===== src/rtl/serial_adder_subtractor.sv =====
// Multi-cycle two's-complement adder/subtractor: DIGIT bits per clock, LSB digit first.
// B is inverted and carry-in forced to Op for subtract; C is reported as borrow on subtract.
module serial_adder_subtractor #(
  parameter int unsigned WIDTH = 16,
  parameter int unsigned DIGIT = 4
) (
  input  logic             clk,
  input  logic             rst,
  input  logic             start,
  output logic             ready,
  input  logic [WIDTH-1:0] A,
  input  logic [WIDTH-1:0] B,
  input  logic             Op,
  output logic [WIDTH-1:0] S,
  output logic             C,
  output logic             V,
  output logic             Z,
  output logic             N,
  output logic             done
);

  localparam int unsigned NDig = WIDTH / DIGIT;
  localparam int unsigned CntW = (NDig > 1) ? $clog2(NDig) : 1;
  localparam logic [CntW-1:0] LastCnt = CntW'(NDig - 1);

  typedef enum logic {StIdle, StBusy} state_e;

  state_e           state_q;
  logic [WIDTH-1:0] a_q, b_q, res_q;
  logic             op_q, carry_q;
  logic [CntW-1:0]  cnt_q;

  logic [DIGIT:0]   chain;
  logic [DIGIT-1:0] sum_dig;
  logic [WIDTH-1:0] res_next;
  logic             dig_cout, dig_cmsb;

  // One DIGIT-bit ripple over the low digit of the operand shift registers.
  always_comb begin
    chain    = '0;
    sum_dig  = '0;
    chain[0] = carry_q;
    for (int i = 0; i < int'(DIGIT); i++) begin
      sum_dig[i]   = a_q[i] ^ b_q[i] ^ chain[i];
      chain[i + 1] = (a_q[i] & b_q[i]) | (chain[i] & (a_q[i] ^ b_q[i]));
    end
    dig_cout = chain[DIGIT];
    // On the final digit this is the carry into bit WIDTH-1.
    dig_cmsb = chain[DIGIT-1];
    res_next = res_q >> DIGIT;
    res_next[WIDTH-1 -: DIGIT] = sum_dig;
  end

  assign ready = (state_q == StIdle);

  always_ff @(posedge clk or posedge rst) begin
    if (rst) begin
      state_q <= StIdle;
      a_q     <= '0;
      b_q     <= '0;
      res_q   <= '0;
      op_q    <= 1'b0;
      carry_q <= 1'b0;
      cnt_q   <= '0;
      S       <= '0;
      C       <= 1'b0;
      V       <= 1'b0;
      Z       <= 1'b0;
      N       <= 1'b0;
      done    <= 1'b0;
    end else begin
      done <= 1'b0;
      case (state_q)
        StIdle: begin
          if (start) begin
            a_q     <= A;
            b_q     <= B ^ {WIDTH{Op}};
            op_q    <= Op;
            carry_q <= Op;
            cnt_q   <= '0;
            state_q <= StBusy;
          end
        end
        StBusy: begin
          a_q     <= a_q >> DIGIT;
          b_q     <= b_q >> DIGIT;
          res_q   <= res_next;
          carry_q <= dig_cout;
          cnt_q   <= cnt_q + 1'b1;
          if (cnt_q == LastCnt) begin
            S       <= res_next;
            C       <= dig_cout ^ op_q;
            V       <= dig_cout ^ dig_cmsb;
            Z       <= (res_next == '0);
            N       <= res_next[WIDTH-1];
            done    <= 1'b1;
            state_q <= StIdle;
          end
        end
        default: state_q <= StIdle;
      endcase
    end
  end

endmodule


===== config.mk =====
export PLATFORM = sky130hd
export DESIGN_NAME = serial_adder_subtractor
export DESIGN_NICKNAME = d
export VERILOG_FILES = /design/src/rtl/serial_adder_subtractor.sv
export SDC_FILE = /design/constraint.sdc
export NUM_CORES = 1
export LEC_CHECK = 0
export BUFFER_PORTS_ARGS = -buffer_cell sky130_fd_sc_hd__buf_2
export CELL_PAD_IN_SITES_DETAIL_PLACEMENT = 1
export CELL_PAD_IN_SITES_GLOBAL_PLACEMENT = 1
export CORE_MARGIN = 8
export CORE_UTILIZATION = 26
export DETAILED_ROUTE_END_ITERATION = 16
export GPL_ROUTABILITY_DRIVEN = 0
export PLACE_DENSITY_LB_ADDON = 0.1
export SYNTH_ARGS = -nofsm -noshare
export SYNTH_HDL_FRONTEND = slang
export SYNTH_SLANG_ARGS = --single-unit

===== constraint.sdc =====
create_clock -name clk -period 5.75 [get_ports clk]
set_input_delay 0.575 -clock clk [delete_from_list [all_inputs] [get_ports clk]]
set_output_delay 0.575 -clock clk [all_outputs]
set_load 0.1 [all_outputs]

== Word-level counts from Yosys, hierarchy flattened ==
Cells that the tools add are included.
Word-level totals
  output and inout port bits: 22
  memories kept: 0
  bits in latches: 0
  word-level logic and storage cells: 56
  input port bits: 36
  memory bits (writable): 0
  memory bits (read-only): 0
  bits in registers: 74
Cells by class
  bitwise logic cells: 24
  mux-type cells: 13
  $add $sub $neg: 1
  $lt $le $gt $ge: 0
  equality and inequality tests: 2
  shift operators: 0
  multipliers: 0
  reductions and logical operators: 3
  div/mod/pow operators: 0
Operator list (number)
  16-bit one-hot mux with 2 select lines: 2
  16-bit two-way mux: 2
  16-bit logical NOT: 1
  16-bit XOR: 1
  1-bit XOR: 10
  1-bit bitwise AND: 8
  1-bit two-way mux: 5
  1-bit bitwise OR: 4
  1-bit one-hot mux with 2 select lines: 2
  2-bit one-hot mux with 2 select lines: 1
  2-bit AND reduction: 2
  2-bit by 1-bit adder with 2-bit output (second input constant): 1
  2-bit equality test (second input constant): 1
  2-bit two-way mux: 1
  2-bit != test (second input constant): 1
  1-bit inverter: 1

== Logic depth before layout (Yosys ltp) ==
Gate-level depths: netlist of run 1.
  depth after elaboration: 10
  depth in mapped cells: 10
  depth with buffers taken out: 10

== Worst setup path before layout of run 1 ==
OpenSTA, ideal clock, no wires.
  path kind: register to register
  start: register a_q[0]
  end: register Z
  path slack: 3.480 ns
  stages on the path, launching flop included: 11
  setup time: 0.125 ns
  data required time: 5.625 ns
  period minus slack after synthesis: 2.270 ns
  arrival: 2.146 ns
  buffers on the path: 0
  cell sequence: dfrtp_1 > inv_1 > fa_1 > inv_1 > fa_1 > fa_1 > inv_1 > fa_1 > nor4bb_1 > nand4_1 > o21ai_1
Between the ends
  word-level cells in the longest chain between the ends: 9
  elaborated cells between the ends (all ways): 13
  classes of those cells: 12 x bitwise; 1 x reduce/logical
RTL lines
  start: declaration: line 29  | logic [WIDTH-1:0] a_q, b_q, res_q;
  start signal: assignment: line 85  | a_q <= a_q >> DIGIT;
  1-bit XOR: line 44, 45
  1-bit bitwise AND: line 45  | chain[i + 1] = (a_q[i] & b_q[i]) | (chain[i] & (a_q[i] ^ b_q[i]));
  1-bit bitwise OR: line 45
  1-bit bitwise AND: line 45
  1-bit bitwise OR: line 45
  1-bit bitwise AND: line 45
  1-bit bitwise OR: line 45
  1-bit XOR: line 44  | sum_dig[i] = a_q[i] ^ b_q[i] ^ chain[i];
  16-bit logical NOT (*): line 94  | Z <= (res_next == '0);
  end signal: assignment: line 94
  end: declaration: line 17  | output logic Z,
Every way passes the cells marked *; elsewhere a longest branch is shown, timed or not.
A chain may end at the register's enable or synchronous reset.

== Final worst setup path of run 1 ==
Same ends and word-level chain as after synthesis.

==> results of run 1 <==
[final cells by class]
cell class,instances,area [um2]
sequential,69,1730
timing repair buffer,59,300
tap,168,210
antenna,1,2.50
multi-input combinational,165,1330
inverter,10,37.5
clock inverter,4,47.5
clock buffer,12,246
fill,1394,8210
[cell usage after synthesis, drive strengths merged]
cell | number | share of area [%]
nand4 | 1 | 0.19
mux2 | 24 | 10
o21ai | 30 | 4.6
xor2 | 14 | 4.0
nor4 | 3 | 0.58
clkbuf | 1 | 0.12
a21boi | 1 | 0.23
mux2i | 28 | 8.7
inv | 10 | 1.2
ha | 1 | 0.39
xnor2 | 4 | 1.1
nor2 | 12 | 1.4
nand2 | 32 | 3.8
buf | 17 | 4.5
fa | 4 | 2.5
o211a | 1 | 0.31
nor4bb | 1 | 0.31
dfrtp | 69 | 53
a211oi | 4 | 1.5
a21oi | 3 | 0.46
a31o | 1 | 0.27
a22o | 1 | 0.27
[layout by cell type, fill, tap and decap left out, types with 7 or more instances in the layout]
cell type  Yosys  layout
buf_2          7      57
mux2_2         7       7
o21ai_0       11      11
o21ai_1       19      19
inv_1          9       8
clkbuf_16      0       9
xor2_1        13      13
nand2_1       31      31
dfrtp_1       69      68
mux2i_1       28      28
nor2_1        12      12
mux2_4        17      17
[layer usage]
layer	vias to the layer above	GRT usage, %	wire (um)
li1	988	-	-
met1	1006	11.5	3140
met2	49	14.7	3350
met3	10	3.87	493
met4	2	3.78	116
met5	-	0	8
[logic make-up (layout without fill, tap and decap cells)]
group,count (synthesis),in the layout
and+or+nand+nor,49,49
adders and majority gates,5,5
xor gates and xnor gates,18,18
AOI/OAI and AO/OA,41,41
other,0,1
muxes,52,52
buffers and inverters,28,85
DFF,69,69
[power by group through the flow]
stage / Clock, mW / Combinational [mW] / Sequential [mW]
CTS: 0.567 / 1.13 / 0.852
global route: 0.583 / 1.20 / 0.880
detailed placement: 0 / 1.13 / 0.859
finish: 0.548 / 1.11 / 0.844
global placement: 0 / 1.12 / 0.856
floorplan: 0 / 0.548 / 1.23
[worst register-to-register path: stages (launching register included)]
cell and delay (ps):
dfrtp_1 370, inv_1 90, fa_1 180, inv_1 50, fa_1 370, fa_1 410, inv_1 90, fa_1 440
nor4bb_1 150, nand4_1 80, o21ai_1 60
[flip-flops by register name, indices dropped and copies added, names as in the netlist]
signal   flops
done         1
Z            1
V            1
carry_q      1
cnt_q        2
C            1
S           16
b_q         16
op_q         1
state_q      1
a_q         16
res_q       12
[stage by stage]
step / total power, mW / hold WS (ps) / setup slack [ps] / instance area, um2 / instances
final: 2.51 / 481 / 3320 / 3900 / 488
after global routing: 2.66 / 504 / 3160 / 3900 / 488
after CTS: 2.55 / 482 / 3310 / 3890 / 487
after detailed placement: 1.99 / 474 / 3310 / 3600 / 471
after global placement: 1.98 / 464 / 3360 / 3600 / 471
after floorplan: 1.78 / 449 / 3440 / 3240 / 262
[how the worst min path moves through the flow]
stage / start / endpoint / slack (ps) / cells past startpoint
final: a_q[12] / a_q[8] / 480 / 2
after global routing: A[14] / a_q[14] / 500 / 3
after CTS: A[15] / a_q[15] / 480 / 3
after detailed placement: a_q[6] / a_q[2] / 470 / 2
after global placement: a_q[6] / a_q[2] / 460 / 2
after floorplan: a_q[4] / a_q[0] / 450 / 2
==> impl_metrics.toml, run 1 <==
[power_and_ir_drop]
swShare_pct = 44.9
p_leak_nw = 1.91
seqPwrFrac_pct = 33.7
clockPowerShare_pct = 21.9
powerDensity_nw_per_um2 = 643
combPwrFrac_pct = 44.4
p_sw_mw = 1.12
peakVddDrop_v = 0.000178
p_int_mw = 1.38

[setup_path]
slowest_stage = "fa_1"
rrSetupSlack_ps = 3320
rr_worst_depth = 10
cp_data_arrival_time_ps = 2620
r2r_end = "Z"
startpoint_type = "register"
critPathLaunch = "a_q[0]"
required_ps = 5940
path_depth = 10
worstSetupEndpoint = "Z"
endpoint_kind = "register"
crit_fanout = 3
critPathKind = "register to register"
worstReg2RegStart = "a_q[0]"
critPathTopFamily = "adder cells"
crit_top_cell = "fa_1"
critPathMaxStageDelay_ps = 440
path_buf_inv = 3
cp_cell_sequence = "inv_1, fa_1, inv_1, fa_1, fa_1, inv_1, fa_1, nor4bb_1, nand4_1, o21ai_1"

[clocking]
cts_made_buffers = 9
clk_pin_slew_worst_paths_ps = 60
clock_sinks = 69
cts_tree = "done"
post_cts_buffers = 0
cts-root-buf = "clkbuf_16"
clock_path_buffers = 2
hold_buffers = 0
ctsResizeCount = 0
clkLatencyLatePin_ps = 330
htreeDepth = 3

[final_layout]
drive_above_1_share_pct = 33.5
nets = 355
syn2layout_area_growth_pct = 20.4
finish.utilization_pct = 32.2

[synthesis]
synthMuxAreaShare_pct = 19.0
yosys_warnings = 0
synth_fp_nets = 303
synth-seq-cells = 69
synth_area_per_cell_um2 = 12.4
synth-simple-area-share_pct = 6.26
seq_area_frac_synth_pct = 53.3
synth_compound_area_share_pct = 7.73
synth_top_family_by_area = "multiplexers"
synthXorXnorAreaFrac_pct = 5.10
netlist_area_um2 = 3240
syn-instance-count = 262
synthAdderAreaFrac_pct = 2.86
synth_cell_types = 30

[place]
dpl.hpwl_mm = 4.77
port_buffers = 57

[drt]
first_pass_iters = 6
ant_nets = 0
wl_mm = 7.11
routed_via_density = 4.21
drt_iter0_drc = 78
drc = 0
wl_per_cell_um = 14.6
vias = 2055

[sta]
max_freq_ghz = 0.412
final.period_utilization_pct = 42.2
maxSlewHeadroom_pct = 24.5
fin_skew_ps = 6.42
worst_pin_slew_ps = 1130
slew_viol_final = 0
setup_viol = 0
period_needed_ps = 2430
rsz0062_at_grt = "no"
final.setup.tns_ps = 0
hold_viol_final = 0

[grt]
grt_pass1_vias = 2337
grt_antenna_before_repair = 2
grt_usage_pct = 9.49
grt_overflow = 0
grt_first_pass_wirelength_mm = 12.2
grt_max_degree = 70

[floorplan]
core_area_um2 = 12100
dieHeight_um = 128
ios = 58
rows = 40
die_w_um = 128
start_util_pct = 26.7
die_area_um2 = 16300

[worst_hold_path]
hold_class = "register to register"

[run]
drv_cap = 0

[run_status]
status = "finished clean"
Note: power is estimated with default switching activity, not from simulation.
==> run 2: changes to the inputs <==
==> constraint.sdc (replaced) <==
create_clock -name clk -period 2 [get_ports clk]
set_input_delay 0.2 -clock clk [delete_from_list [all_inputs] [get_ports clk]]
set_output_delay 0.2 -clock clk [all_outputs]
set_load 0.1 [all_outputs]
==> run 2 against run 1 <==
  * The run now ends with negative setup slack left
  * Maximum frequency grew 4.4%
  * Sequential power grew to 2.8 times the previous value
  * Power grew to 3.0 times the previous value
  * Flip-flop and latch count stayed put
  * Utilization up 1.4 points
  * Largest cell class unchanged
  * Register-to-register slack got worse by 3600 ps
  * Via count grew 1.9%
  * Routed wire length grew 4.2%
  * Sequential share of layout area fell by 1.9 points
  * Clock-buffer cell count unchanged
  * First-iteration DRC count fell by 41%
  * Critical path depth unchanged
  * Critical path type unchanged
==> impl_metrics.toml, run 2 (synthesis results as in run 1) <==
[final_layout]
drive_above_1_share_pct = 38.5
antenna_cells = 0
fillers = 1368
syn2layout_area_growth_pct = 25.6
top_regs = "S: 16 flops, a_q: 16 flops, b_q: 16 flops"
nets = 366
finish.utilization_pct = 33.6
mostFrequentLayoutCells = "dfrtp_1, buf_2, nand2_1"
final_common_cell = "dfrtp_1"
stdcell_count = 498

[clocking]
cts-root-buf = "clkbuf_16"
clkLatencyLatePin_ps = 330
htreeDepth = 3
cts_made_buffers = 9
clk_pin_slew_worst_paths_ps = 60
clock_sinks = 69
clock_path_buffers = 2
cts_tree = "done"

[floorplan]
rows = 40
die_area_um2 = 16300
core_area_um2 = 12100
die_w_um = 128
ios = 58
dieHeight_um = 128
start_util_pct = 26.7

[power_and_ir_drop]
combPwrFrac_pct = 46.0
clockPowerShare_pct = 22.9
peakVddDrop_v = 0.000557
p_leak_nw = 1.99
p_total_mw = 7.61
powerDensity_nw_per_um2 = 1870
swShare_pct = 43.5
p_int_mw = 4.30
seqPwrFrac_pct = 31.1
p_sw_mw = 3.31

[sta]
final.setup.tns_ps = -1010
holdWs_ps = 110
slew_viol_final = 0
fin_skew_ps = 5.14
worst_pin_slew_ps = 693
setup_viol = 6
hold_viol_final = 0
period_needed_ps = 2330
max_freq_ghz = 0.430
maxSlewHeadroom_pct = 53.8
final.setup.worst_slack_ps = -326
final.period_utilization_pct = 116
rsz0062_at_grt = "yes"

[run_status]
violations = "negative setup slack"
status = "finished, violations left"

[place]
port_buffers = 57
dp_cells = 480
dpl.hpwl_mm = 5.03

[grt]
grt_pass1_vias = 2433
grt_max_degree = 67
grt_first_pass_wirelength_mm = 12.6
grt_antenna_before_repair = 0
grt_usage_pct = 9.82
grt_overflow = 0

[drt]
wl_mm = 7.41
drc = 0
drt_iter0_drc = 46
routed_via_density = 4.21
ant_nets = 0
first_pass_iters = 3
vias = 2095
wl_per_cell_um = 14.9

[setup_path]
worstReg2RegStart = "a_q[0]"
critPathLaunch = "a_q[0]"
cp_data_arrival_time_ps = 2520
crit_fanout = 2
critPathKind = "register to register"
required_ps = 2200
endpoint_kind = "register"
startpoint_type = "register"

[worst_hold_path]
hp-start = "A[12]"
hold_class = "input pin to register"

[run]
drv_cap = 0
run 2: changes by cell type in the layout (fill, tap and decap cells not counted), moves of 2 or more:
cell | before | now
buf_12 | 0 | 2
inv_2 | 2 | 5
fa_1 | 4 | 1
fa_2 | 0 | 3
buf_4 | 2 | 10
inv_1 | 8 | 5
run 2: critical path: stages, from the launching register on:
cell,delay (ps)
dfrtp_1,390
inv_2,70
fa_2,200
inv_2,40
fa_2,350
fa_2,350
inv_2,60
fa_1,420
nor4bb_4,170
nand4_1,80
o21ai_1,60
run 2: final timing paths:
check | endpoint | slack [ps] | cells past startpoint
setup / recovery | Z | -330 | 10
hold / removal | a_q[12] | 110 | 3
setup reg to reg | Z | -330 | 10
hold reg to reg | S[12] | 480 | 2
max in group asynchronous | a_q[4] | 960 | 4
min in group asynchronous | S[3] | 460 | 3
run 2: what timing repair did:
| action | in CTS | in global routing |
|---|---|---|
| pin swaps | 4 | 1 |
| hold buffers | 1 | 0 |
| cloned | 0 | 0 |
| endpoints found under the hold margin | 22 | 0 |
| endpoints found under the setup margin | 6 | 6 |
| resized for setup | 10 | 1 |
| setup buffers | 1 | 1 |
run 2: final cells by class:
| type | count | area (um2) | area share (%) |
|---|---|---|---|
| multi-input cells | 165 | 1360 | 33.3 |
| repair buffers | 70 | 410 | 10.1 |
| inverters | 10 | 37.5 | 0.923 |
| clock buffers | 12 | 256 | 6.31 |
| flip-flops and latches | 69 | 1730 | 42.5 |
| clock inverters | 4 | 70.1 | 1.72 |
| well taps | 168 | 210 | 5.17 |
run 2: power by group through the flow:
stage	clock, mW	combinational (mW)	sequential, mW
3_5_place_dp	0	3.43	2.41
3_3_place_gp	0	3.38	2.40
6_report	1.74	3.50	2.37
4_1_cts	1.80	3.55	2.39
2_1_floorplan	0	1.58	3.55
5_1_grt	1.85	3.77	2.47
run 2: per-stage QoR:
step	setup slack, ps	area (um2)
after floorplan	-236	3240
after global placement	-335	3700
after detailed placement	-400	3700
after CTS	-337	4060
after global routing	-461	4070
final	-326	4070
run 2: metal layers:
| metal | routed length [um] | track usage, % |
|---|---|---|
| met1 | 3260 | 11.7 |
| met2 | 3620 | 15.6 |
| met3 | 422 | 3.91 |
| met4 | 106 | 3.78 |
| met5 | 0 | 0 |
==> run 3: changes to the inputs <==
--- a/config.mk
+++ b/config.mk
@@ -5,6 +5,7 @@
 export SDC_FILE = /design/constraint.sdc
 export NUM_CORES = 1
 export LEC_CHECK = 0
+export ABC_AREA = 1
 export BUFFER_PORTS_ARGS = -buffer_cell sky130_fd_sc_hd__buf_2
 export CELL_PAD_IN_SITES_DETAIL_PLACEMENT = 1
 export CELL_PAD_IN_SITES_GLOBAL_PLACEMENT = 1
@@ -12,6 +13,7 @@
 export CORE_UTILIZATION = 26
 export DETAILED_ROUTE_END_ITERATION = 16
 export GPL_ROUTABILITY_DRIVEN = 0
+export HOLD_SLACK_MARGIN = 0.15
 export PLACE_DENSITY_LB_ADDON = 0.1
 export SYNTH_ARGS = -nofsm -noshare
 export SYNTH_HDL_FRONTEND = slang
==> constraint.sdc (replaced) <==
create_clock -name clk -period 2.18 [get_ports clk]
set_input_delay 0.218 -clock clk [delete_from_list [all_inputs] [get_ports clk]]
set_output_delay 0.218 -clock clk [all_outputs]
set_load 0.1 [all_outputs]
==> run 3 against run 2 <==
  * The flow still finishes with violations (negative setup slack)
  * Sequential share of layout area up 0.78 points
  * Sequential power down 13%
  * Final cell count up 7.4%
  * Global-route usage up 0.59 points
  * Clock power down 12%
  * Synthesized cell count up 18%
  * Non-clock buffer count up 15
  * Register-to-register slack better by 220 ps
  * Routed wire length up 1.5%
  * Combinational power down 19%
  * Via count up 10%
  * Worst hold slack better by 52 ps
  * Critical path type unchanged
  * Largest power group unchanged
==> impl_metrics.toml, run 3 <==
[final_layout]
syn2layout_area_growth_pct = 30.1
drive_above_1_share_pct = 25.5
fillers = 1314
stdcell_count = 535
top_regs = "S: 16 flops, a_q: 16 flops, b_q: 16 flops"
mostFrequentLayoutCells = "nand2_1, dfrtp_1, buf_2"
antenna_cells = 0
finish.utilization_pct = 34.8
nets = 429
design_area_um2 = 3990
final_common_cell = "nand2_1"

[clocking]
clkLatencyLatePin_ps = 330
cts-root-buf = "clkbuf_16"
cts_tree = "done"
clock_path_buffers = 2
clock_sinks = 69
cts_made_buffers = 9
clk_pin_slew_worst_paths_ps = 60
htreeDepth = 3

[synthesis]
synth_fp_nets = 349
synth_compound_area_share_pct = 13.1
synthAdderAreaFrac_pct = 3.02
yosys_most_used_dff = "dfrtp_1"
synth_top_family_by_area = "simple AND/OR/NAND/NOR gates"
synth-simple-area-share_pct = 14.2
synthXorXnorAreaFrac_pct = 5.14
synth_common_cells = "nand2_1, dfrtp_1, o21ai_0, inv_1"
synthArstFlopShare_pct = 100
synth-edff-count = 0
synth-seq-cells = 69
netlist_area_um2 = 3070
syn-instance-count = 308
synth.largest_area_cell = "dfrtp_1"
synth_area_leaders = "dfrtp_1, nand2_1, o21ai_0"
synth_area_per_cell_um2 = 9.96
synth_cell_types = 25
synth.most_common_cell = "nand2_1"
synthMuxAreaShare_pct = 0
yosys_warnings = 0
synth_top_area_share_pct = 56.3
seq_area_frac_synth_pct = 56.3

[setup_path]
critPathKind = "register to register"
cp_cell_sequence = "inv_2, fa_2, inv_2, fa_2, fa_2, inv_2, fa_1, inv_1, nor2_1, nand2_1, nor2_1, nand3_1, nand2_1"
cp_data_arrival_time_ps = 2500
startpoint_type = "register"
crit_fanout = 2
required_ps = 2400
path_buf_inv = 4
critPathMaxStageDelay_ps = 420
critPathTopFamily = "adder cells"
endpoint_kind = "register"
slowest_stage = "fa_1"

[sta]
slew_viol_final = 0
setup_viol = 3
final.setup.worst_slack_ps = -106
worst_pin_slew_ps = 611
fin_skew_ps = 10.1
max_freq_ghz = 0.437
holdWs_ps = 162
maxSlewHeadroom_pct = 59.2
period_needed_ps = 2290
final.period_utilization_pct = 105
final.setup.tns_ps = -147
hold_viol_final = 0
rsz0062_at_grt = "yes"

[floorplan]
start_util_pct = 26.8
die_area_um2 = 15500
ios = 58
dieHeight_um = 125
core_area_um2 = 11500
die_w_um = 125
rows = 39

[power_and_ir_drop]
powerDensity_nw_per_um2 = 1610
clockPowerShare_pct = 23.8
p_total_mw = 6.44
p_sw_mw = 2.91
combPwrFrac_pct = 44.0
peakVddDrop_v = 0.000664
p_leak_nw = 1.93
seqPwrFrac_pct = 32.2
swShare_pct = 45.2
p_int_mw = 3.53

[place]
dpl.hpwl_mm = 5.33
pre_cts_ws_ps = -132
dp_cells = 501
port_buffers = 57
dpl_cell_area_um2 = 3490

[drt]
drc = 0
first_pass_iters = 4
routed_via_density = 4.31
wl_mm = 7.52
ant_nets = 0
drt_iter0_drc = 71
vias = 2306
wl_per_cell_um = 14.1

[grt]
use_met2_pct = 17.2
grt_first_pass_wirelength_mm = 13.2
gr-usage-met1_pct = 12.3
grt_usage_pct = 10.4
grt_overflow = 0
grt_pass1_vias = 2594
grt_max_degree = 35
busiest_layer = "met2"
grt_antenna_before_repair = 0
grtUsageMet3_pct = 3.19

[run_status]
violations = "negative setup slack"
status = "finished, violations left"

[run]
drv_cap = 0

[worst_hold_path]
hold_class = "input pin to register"
## run 3: power groups by stage
stage                     logic (mW)  clock network (mW)  registers (mW)
final                           2.83                1.53            2.07
after global routing            3.11                1.64            2.15
after CTS                       2.89                1.59            2.09
after detailed placement        2.83                   0            2.11
after global placement          2.80                   0            2.09
after floorplan                 1.31                   0            2.98
## run 3: worst register-to-register path: cells and delay by family, from the launching register on
kind	cells	cell delay [ps]
and+or+nand+nor	5	240
DFF	1	370
adders and majority gates	4	1340
buffers and inverters	4	240
## run 3: path summary, 6_finish.rpt
path / from / end / slack [ps] / cells after the start
setup / recovery: a_q[0] / Z / -110 / 13
setup reg to reg: a_q[0] / Z / -110 / 13
hold / removal: B[10] / b_q[10] / 160 / 3
hold reg to reg: S[5] / S[5] / 480 / 2
min in group asynchronous: rst / a_q[13] / 500 / 3
max in group asynchronous: rst / S[11] / 1120 / 4
## run 3: cells by family (layout without fill, tap and decap cells)
family                     Yosys count  after routing
AOI/OAI and AO/OA                   67             67
xor gates and xnor gates            18             18
adders and majority gates            5              5
buffers and inverters               44            128
DFF                                 69             69
and+or+nand+nor                    105            105
## run 3: layout make-up
| cell class | instances | area (um2) | area share, % |
|---|---|---|---|
| clock inverters | 6 | 88.8 | 2.23 |
| multi-input cells | 195 | 1100 | 27.5 |
| well taps | 143 | 179 | 4.48 |
| inverters | 28 | 110 | 2.76 |
| flip-flops and latches | 69 | 1730 | 43.3 |
| repair buffers | 85 | 563 | 14.1 |
| clock buffers | 9 | 225 | 5.64 |
## run 3: repair_timing
action                     in CTS  in global routing
hold buffers                   17                  0
buffers inserted                2                  0
resized for setup               6                  1
hold endpoints to repair       39                  0
setup endpoints to repair       5                  4
pin swaps                       7                  0
## run 3: routing by layer
metal	up-vias	share of wire, %
met5	-	0
met4	0	1.5
met3	9	4.6
met2	45	48
met1	1094	46
li1	1158	-
